**config.mk**
```make
export PLATFORM = sky130hd
export DESIGN_NAME = mem_access_ctrl
export DESIGN_NICKNAME = d
export VERILOG_FILES = /design/src/rtl/mem_access_ctrl.sv
export SDC_FILE = /design/constraint.sdc
export NUM_CORES = 1
export LEC_CHECK = 0
export CAP_MARGIN = 20
export CORE_MARGIN = 4
export CORE_UTILIZATION = 35
export CTS_CLUSTER_DIAMETER = 200
export DETAILED_ROUTE_END_ITERATION = 7
export PLACE_DENSITY = 0.66
export SLEW_MARGIN = 40
export SYNTH_ARGS = -nofsm -noshare
export SYNTH_HDL_FRONTEND = slang
export SYNTH_SLANG_ARGS = --single-unit
```
**constraint.sdc**
```tcl
create_clock -name clk -period 4 [get_ports clk]
set_input_delay 1.2 -clock clk [delete_from_list [all_inputs] [get_ports clk]]
set_output_delay 1.2 -clock clk [all_outputs]
set_load 0.03 [all_outputs]
```
**src/rtl/mem_access_ctrl.sv**
```systemverilog
// mem_access_ctrl: multi-cycle load/store controller between the MEM stage and a big-endian byte-laned RAM.
// Optional MEM_ALIGN_CHECK_EN adds exc_o/badaddr_o and raises misalignment exceptions instead of aligning down.
module mem_access_ctrl #(
    parameter int WAIT_CYCLES = 1,
    parameter int CNT_W       = 4
) (
    input  logic        clk,
    input  logic        rst,
    input  logic        req_i,
    input  logic [2:0]  mem_op_i,
    input  logic        sw_i,
    input  logic [31:0] addr_i,
    input  logic [31:0] wdata_i,
    input  logic        flush_i,
    output logic        stallreq_o,
    output logic        done_o,
    output logic [31:0] rdata_o,
    output logic        ram_ce_o,
    output logic        ram_we_o,
    output logic [31:0] ram_addr_o,
    output logic [3:0]  ram_sel_o,
    output logic [31:0] ram_data_o,
    input  logic [31:0] ram_data_i
`ifdef MEM_ALIGN_CHECK_EN
    ,
    output logic        exc_o,
    output logic [31:0] badaddr_o
`endif
);
    localparam logic [2:0] OP_NOP = 3'd0;
    localparam logic [2:0] OP_LB  = 3'd1;
    localparam logic [2:0] OP_LBU = 3'd2;
    localparam logic [2:0] OP_LH  = 3'd3;
    localparam logic [2:0] OP_LHU = 3'd4;
    localparam logic [2:0] OP_LW  = 3'd5;
    localparam logic [2:0] OP_SB  = 3'd6;
    localparam logic [2:0] OP_SH  = 3'd7;

    typedef enum logic [1:0] {S_IDLE, S_WAIT, S_RESP} state_t;

    state_t            r_state;
    state_t            w_next;
    logic [2:0]        r_op;
    logic [31:0]       r_addr;
    logic [31:0]       r_wdata;
    logic [31:0]       r_rdata;
    logic [CNT_W-1:0]  r_cnt;
    logic              w_accept;
    logic              w_mis;
    logic              w_store;
    logic              w_byte_op;
    logic              w_half_op;
    logic [3:0]        w_sel;
    logic [31:0]       w_wrep;
    logic [31:0]       w_shift;
    logic [7:0]        w_byte;
    logic [15:0]       w_half;
    logic [31:0]       w_load;

    // A latched op of NOP can only be SW, since a bare NOP is never accepted
    assign w_accept  = req_i && (mem_op_i != OP_NOP || sw_i) && !flush_i;
    assign w_store   = r_op == OP_SB || r_op == OP_SH || r_op == OP_NOP;
    assign w_byte_op = r_op == OP_LB || r_op == OP_LBU || r_op == OP_SB;
    assign w_half_op = r_op == OP_LH || r_op == OP_LHU || r_op == OP_SH;

    assign w_sel  = w_byte_op ? (4'b1000 >> r_addr[1:0]) :
                    w_half_op ? (r_addr[1] ? 4'b0011 : 4'b1100) : 4'b1111;
    assign w_wrep = w_byte_op ? {4{r_wdata[7:0]}} :
                    w_half_op ? {2{r_wdata[15:0]}} : r_wdata;

    // Big-endian lanes: byte 0 of the word sits in bits 31:24
    assign w_shift = ram_data_i >> {~r_addr[1:0], 3'b000};
    assign w_byte  = w_shift[7:0];
    assign w_half  = r_addr[1] ? ram_data_i[15:0] : ram_data_i[31:16];
    assign w_load  = r_op == OP_LB  ? {{24{w_byte[7]}}, w_byte} :
                     r_op == OP_LBU ? {24'd0, w_byte} :
                     r_op == OP_LH  ? {{16{w_half[15]}}, w_half} :
                     r_op == OP_LHU ? {16'd0, w_half} :
                     r_op == OP_LW  ? ram_data_i : 32'd0;

`ifdef MEM_ALIGN_CHECK_EN
    logic        r_mis;
    logic [31:0] r_badaddr;

    assign w_mis = ((mem_op_i == OP_LH || mem_op_i == OP_LHU || mem_op_i == OP_SH) && addr_i[0]) ||
                   ((mem_op_i == OP_LW || mem_op_i == OP_NOP) && addr_i[1:0] != 2'b00);
    assign exc_o     = r_state == S_RESP && r_mis;
    assign badaddr_o = r_badaddr;

    always_ff @(posedge clk) begin
        if (rst) begin
            r_mis     <= 1'b0;
            r_badaddr <= '0;
        end else if (r_state == S_IDLE && w_accept) begin
            r_mis     <= w_mis;
            r_badaddr <= w_mis ? addr_i : r_badaddr;
        end
    end
`else
    assign w_mis = 1'b0;
`endif

    always_ff @(posedge clk) begin
        if (rst)
            r_state <= S_IDLE;
        else
            r_state <= w_next;
    end

    always_comb begin
        w_next     = r_state;
        stallreq_o = 1'b0;
        done_o     = 1'b0;
        ram_ce_o   = 1'b0;
        ram_we_o   = 1'b0;
        ram_addr_o = '0;
        ram_sel_o  = '0;
        ram_data_o = '0;
        case (r_state)
            S_IDLE: begin
                stallreq_o = w_accept;
                w_next     = w_accept ? (w_mis ? S_RESP : S_WAIT) : S_IDLE;
            end
            S_WAIT: begin
                stallreq_o = 1'b1;
                ram_ce_o   = 1'b1;
                ram_we_o   = w_store && r_cnt == '0 && !flush_i && !rst;
                ram_addr_o = {r_addr[31:2], 2'b00};
                ram_sel_o  = w_sel;
                ram_data_o = w_wrep;
                w_next     = flush_i ? S_IDLE : (r_cnt == '0 ? S_RESP : S_WAIT);
            end
            S_RESP: begin
                done_o = 1'b1;
                w_next = S_IDLE;
            end
            default: w_next = S_IDLE;
        endcase
    end

    always_ff @(posedge clk) begin
        if (rst) begin
            r_op    <= OP_NOP;
            r_addr  <= '0;
            r_wdata <= '0;
            r_rdata <= '0;
            r_cnt   <= '0;
        end else if (r_state == S_IDLE && w_accept) begin
            r_op    <= mem_op_i;
            r_addr  <= addr_i;
            r_wdata <= wdata_i;
            r_rdata <= '0;
            r_cnt   <= CNT_W'(WAIT_CYCLES - 1);
        end else if (r_state == S_WAIT && !flush_i) begin
            r_cnt   <= r_cnt == '0 ? r_cnt : r_cnt - 1'b1;
            r_rdata <= r_cnt == '0 ? (w_store ? 32'd0 : w_load) : r_rdata;
        end
    end

    assign rdata_o = r_rdata;
endmodule

```
# Word level (Yosys, flattened, before mapping)
# Index checks and enable logic that the tools add are counted.
dict set report word_totals {
  input_bits 104
  register_bits 105
  output_inout_bits 104
}
dict set report classes {
  n_bitwise 2
  n_mux 23
  n_reduce_logical 23
  shifts 2
  n_eq_ne 9
  add_sub_neg 1
}
# cell count
set ops {}
lappend ops {{32-bit two-way mux} 10}
lappend ops {{32-bit by 5-bit right shift with 8-bit output} 1}
lappend ops {{16-bit two-way mux} 1}
lappend ops {{4-bit two-way mux} 4}
lappend ops {{3-bit equality test (second input constant)} 4}
lappend ops {{1-bit logical AND} 7}
lappend ops {{1-bit logical OR} 7}
lappend ops {{3-bit by 2-bit equality test with 1-bit output (second input constant)} 2}
lappend ops {{4-bit logical NOT} 1}
lappend ops {{1-bit two-way mux} 4}
lappend ops {{2-bit two-way mux} 2}
lappend ops {{2-bit one-hot mux with 2 select lines} 1}
lappend ops {{2-bit AND reduction} 2}
lappend ops {{4-bit by 2-bit right shift with 4-bit output (first input constant)} 1}
lappend ops {{4-bit by 1-bit subtractor with 4-bit output (second input constant)} 1}
lappend ops {{3-bit by 1-bit equality test with 1-bit output (second input constant)} 1}
lappend ops {{3-bit logical NOT} 1}
lappend ops {{3-bit nonzero test} 1}
lappend ops {{2-bit by 1-bit equality test with 1-bit output (second input constant)} 1}
lappend ops {{2-bit equality test (second input constant)} 1}
lappend ops {{1-bit logical NOT} 2}
lappend ops {{2-bit logical NOT} 1}
lappend ops {{2-bit inverter} 1}
lappend ops {{1-bit one-hot mux with 2 select lines} 1}
lappend ops {{other kinds (2)} 2}

# Logic depth before layout (Yosys ltp)
dict set report logic_depth {
  ltp_word 7
  mapped_depth 7
}

# Worst setup path before layout
# No wires, ideal clock.
dict set report synth_path {
  path_type {input to output}
  startpoint {in flush_i}
  endpoint {out ram_we_o}
  cell_stages 3
  path_buffers 0
  slack_ns 0.357
  t_arrival_ns 2.443
  t_required_ns 2.800
  cell_sequence {nand4bb_4 or3_4 nor3_1}
}
dict set report synth_between {
  elab_chain_cells 4
}
# item line_no
set synth_lines {}
lappend synth_lines {{start, declared} 14} ;# input logic flush_i,
lappend synth_lines {{1-bit logical NOT} 127} ;# ram_we_o = w_store && r_cnt == '0 && !flush_i && !rst;
lappend synth_lines {{1-bit logical AND (2 in series)} 127}
lappend synth_lines {{1-bit two-way mux} 119} ;# case (r_state)
lappend synth_lines {{end, declared} 19} ;# output logic ram_we_o,
# Every way passes these cells.

# Worst setup path after layout
# Ends and elaborated chain as after synthesis.

==> impl_metrics.env <==
export IMPL_dieHeight_um=132
export IMPL_max_freq_mhz=258
export IMPL_synth_top_cells_by_area="dfxtp_1 (39%), nand2_1 (11%), a21oi_1 (7.6%)"
export IMPL_worst_path_dominant_cell_family="simple AND/OR/NAND/NOR gates"
export IMPL_start_util_pct=36.3
export IMPL_multi_input_area_mm2=0.00298
export IMPL_grt_max_degree=77
export IMPL_maxCapViolCount=0
export IMPL_synth_top_flop_cell="dfxtp_1"
export IMPL_max_slew_margin_rel_pct=53.3
export IMPL_layout_filler_cells=1380
export IMPL_buffer_type_at_the_clock_tree_root="clkbuf_16"
export IMPL_die_area_mm2=0.0173
export IMPL_period_minus_slack_ns=3.88
export IMPL_core_area_mm2=0.0148
export IMPL_final_max_slew_viol_count=0
export IMPL_viasPerCell=5.38
export IMPL_htree_num_levels=3
export IMPL_timing_final_setup_violations=0
export IMPL_yosys_area_top_type_share_pct=39.3
export IMPL_report_final_hold_viol_count=0
export IMPL_critical_path_n_buffers_inverters=2
export IMPL_critical_path_required_ns=2.80
export IMPL_fp_dieW_um=132
export IMPL_crit_path_start_kind="input port"
export IMPL_place_port_buffers=205
export IMPL_detail_route_antenna_nets=0
export IMPL_clockBufferDepth=2
export IMPL_row_count=44
export IMPL_seq_area_frac_synth_pct=39.3
export IMPL_seq_area_mm2=0.00210
export IMPL_ys_seq_elements=105
export IMPL_final_layout_size_suffix_gt1_share_pct=10.4
export IMPL_unrepaired_setup_endpoints_after_global_routing="no"
export IMPL_antenna_found_initial=0
export IMPL_post_cts_resize_count=0
export IMPL_slew_of_the_pin_with_the_lowest_slew_margin_ns=0.700
export IMPL_crit_type="input port to output pin"
export IMPL_synth_edff_count=0
export IMPL_overflow=0
export IMPL_critPathMaxStageDelay_ns=0.44
export IMPL_area_delta_synth_final_pct=47.1
export IMPL_io_pins=208
export IMPL_post_synth_top_area_cell="dfxtp_1"
export IMPL_avgSynthCellArea_um2=8.00
export IMPL_critPathCaptureType="output pin"
export IMPL_holdCritPathClass="flip-flop to flip-flop"
export IMPL_clock_sinks=105
export IMPL_worst_ir_drop_on_vdd_mv=0.271
export IMPL_dr_first_iter_drc_count=504
export IMPL_routabilityCongestion=0.864
export IMPL_ys_types=50
export IMPL_syn_area_mm2=0.00535
export IMPL_leakage_nw=2.87
export IMPL_drcViolationCount=0
export IMPL_cp_cell_sequence="clkdlybuf4s50_1, nand4bb_4, or3_4, nor3_1, buf_4"
export IMPL_cellPowerDensity_mw_per_mm2=308
export IMPL_yosysWarnings=0
export IMPL_num_vias=5587
export IMPL_placedCellCount=1021
export IMPL_worst_ep_arrival_time_ns=2.68
export IMPL_grt_total_usage_pct=20.7
export IMPL_postCtsSetupRepairBufs=0
export IMPL_outcome="finished, final reports clean"
export IMPL_tritoncts="built"
export IMPL_finalSetupTns_ns=0
export IMPL_wl_per_cell_um=17.8
export IMPL_post_route_period_util_pct=96.9
export IMPL_synthArstFlopShare_pct=0
export IMPL_first_global_vias=5608
export IMPL_final_instance_count_excl_fill=1038
export IMPL_drtPass1Iterations=5
export IMPL_design_final_nets=954
export IMPL_cts_hold_repair_buffers=0
export IMPL_numCtsBuffers=9
export IMPL_timing_critical_path_fanout_max=2
export IMPL_crit_path_top_delay_cell="clkdlybuf4s50_1"
export IMPL_routed_wirelength_um=18500
export IMPL_clock_latency_ns=0.36
export IMPL_dp_hpwl_um=13200
export IMPL_grt_first_pass_wirelength_um=29600
export IMPL_worst_setup_hold_path_clk_slew_ns=0.08
export IMPL_skew_ns=0.0127
export IMPL_synthCells=669
export IMPL_n_antenna_cell=0
## final cells by class
class,instances,area share (%)
Tap cell,184,2.92
Multi-Input combinational cell,499,37.8
Clock buffer,9,2.86
Clock inverter,7,0.858
Sequential cell,105,26.7
Inverter,7,0.334
Timing Repair Buffer,227,28.5
## worst min-delay path, delay by kind of cell, from the launching register on
kind	cells	cell delay, ns
AND/OR/NAND/NOR	1	0.05
flip-flops	1	0.31
AO/OA/AOI/OAI	1	0.05
## layer usage
metal	wire [um]	part of all wire, %	track usage (%)
met5	0	0	0
met4	280	1.5	5.43
met3	2010	11	8.79
met2	8550	46	33.9
met1	7670	41	25.2
## cell usage after synthesis (2+ instances only)
library cell and instances:
a211oi_1 16, dfxtp_1 105, nor3_1 7, a22oi_1 9, mux2i_1 16, nand2_1 160
nand2b_1 7, and2_1 38, or3_1 2, buf_1 2, a21o_1 4, clkbuf_1 27
a32o_1 8, nor2_1 31, inv_1 7, o221a_2 8, buf_4 2, buf_2 26
nand3_1 4, o2bb2ai_1 23, buf_6 2, o21ai_0 18, nor2b_1 8, o22a_1 8
mux2_2 9, nor3b_1 2, xnor2_1 2, o21a_1 2, a21oi_1 81, a22o_1 15
## cells by family after synthesis
| kind of cell | count (synthesis) | share of synthesized area [%] |
|---|---|---|
| DFF | 105 | 39.3 |
| other | 1 | 0.0701 |
| muxes | 26 | 5.14 |
| buffers and inverters | 66 | 5.66 |
| adders and majority gates | 1 | 0.234 |
| xor gates and xnor gates | 2 | 0.327 |
| and+or+nand+nor | 267 | 23.3 |
| AOI/OAI and AO/OA | 201 | 26.0 |
## power by group
group / internal, mW / switching, mW
sequential: 1.08 / 0.0284
clock: 0.439 / 0.443
combinational: 0.207 / 0.229
## per-stage QoR
stage	cell area [um^2]	power [mW]	worst slack (ns)	hold slack [ns]	utilization, %
3_5_place_dp	7550	1.56	0.113	0.444	51.2
6_report	7870	2.43	0.124	0.453	53.4
3_3_place_gp	7550	1.55	0.115	0.438	51.2
2_1_floorplan	5350	1.35	0.357	0.432	-
5_1_grt	7870	2.53	0.0217	0.466	53.4
4_1_cts	7840	2.44	0.111	0.455	53.2
## placed cells by master (no fill, tap or decap), types with 5 or more instances in the layout
| cell type | instances |
|---|---|
| clkdlybuf4s50_1 | 181 |
| nand2_1 | 160 |
| dfxtp_1 | 105 |
| a21oi_1 | 81 |
| and2_1 | 38 |
| buf_4 | 38 |
| nor2_1 | 30 |
| o2bb2ai_1 | 23 |
| o21ai_0 | 18 |
| mux2i_1 | 16 |
| a211oi_1 | 16 |
| a22o_1 | 15 |
| mux2_2 | 9 |
| a22oi_1 | 9 |
| clkbuf_16 | 9 |
| nor2b_1 | 8 |
| o221a_2 | 8 |
| o22a_1 | 8 |
| a32o_1 | 8 |
| inv_1 | 7 |
| nand2b_1 | 7 |
| nor3_1 | 7 |
| buf_12 | 7 |
| inv_6 | 5 |
## flip-flops by register name (all words and copies together) (netlist names)
name	count
r_cnt	4
r_op	3
r_addr	32
r_state	2
r_wdata	32
rdata_o	32
## worst paths after layout
path                            startpoint           to  slack, ns  cells after the start
worst min-delay path            r_addr[13]   r_addr[13]       0.45                      2
worst max-delay path               flush_i     ram_we_o       0.12                      5
worst max register to register   r_addr[1]  rdata_o[27]       1.81                      4
worst min register to register  r_addr[13]   r_addr[13]       0.45                      2
(Power assumes the default switching activity.)
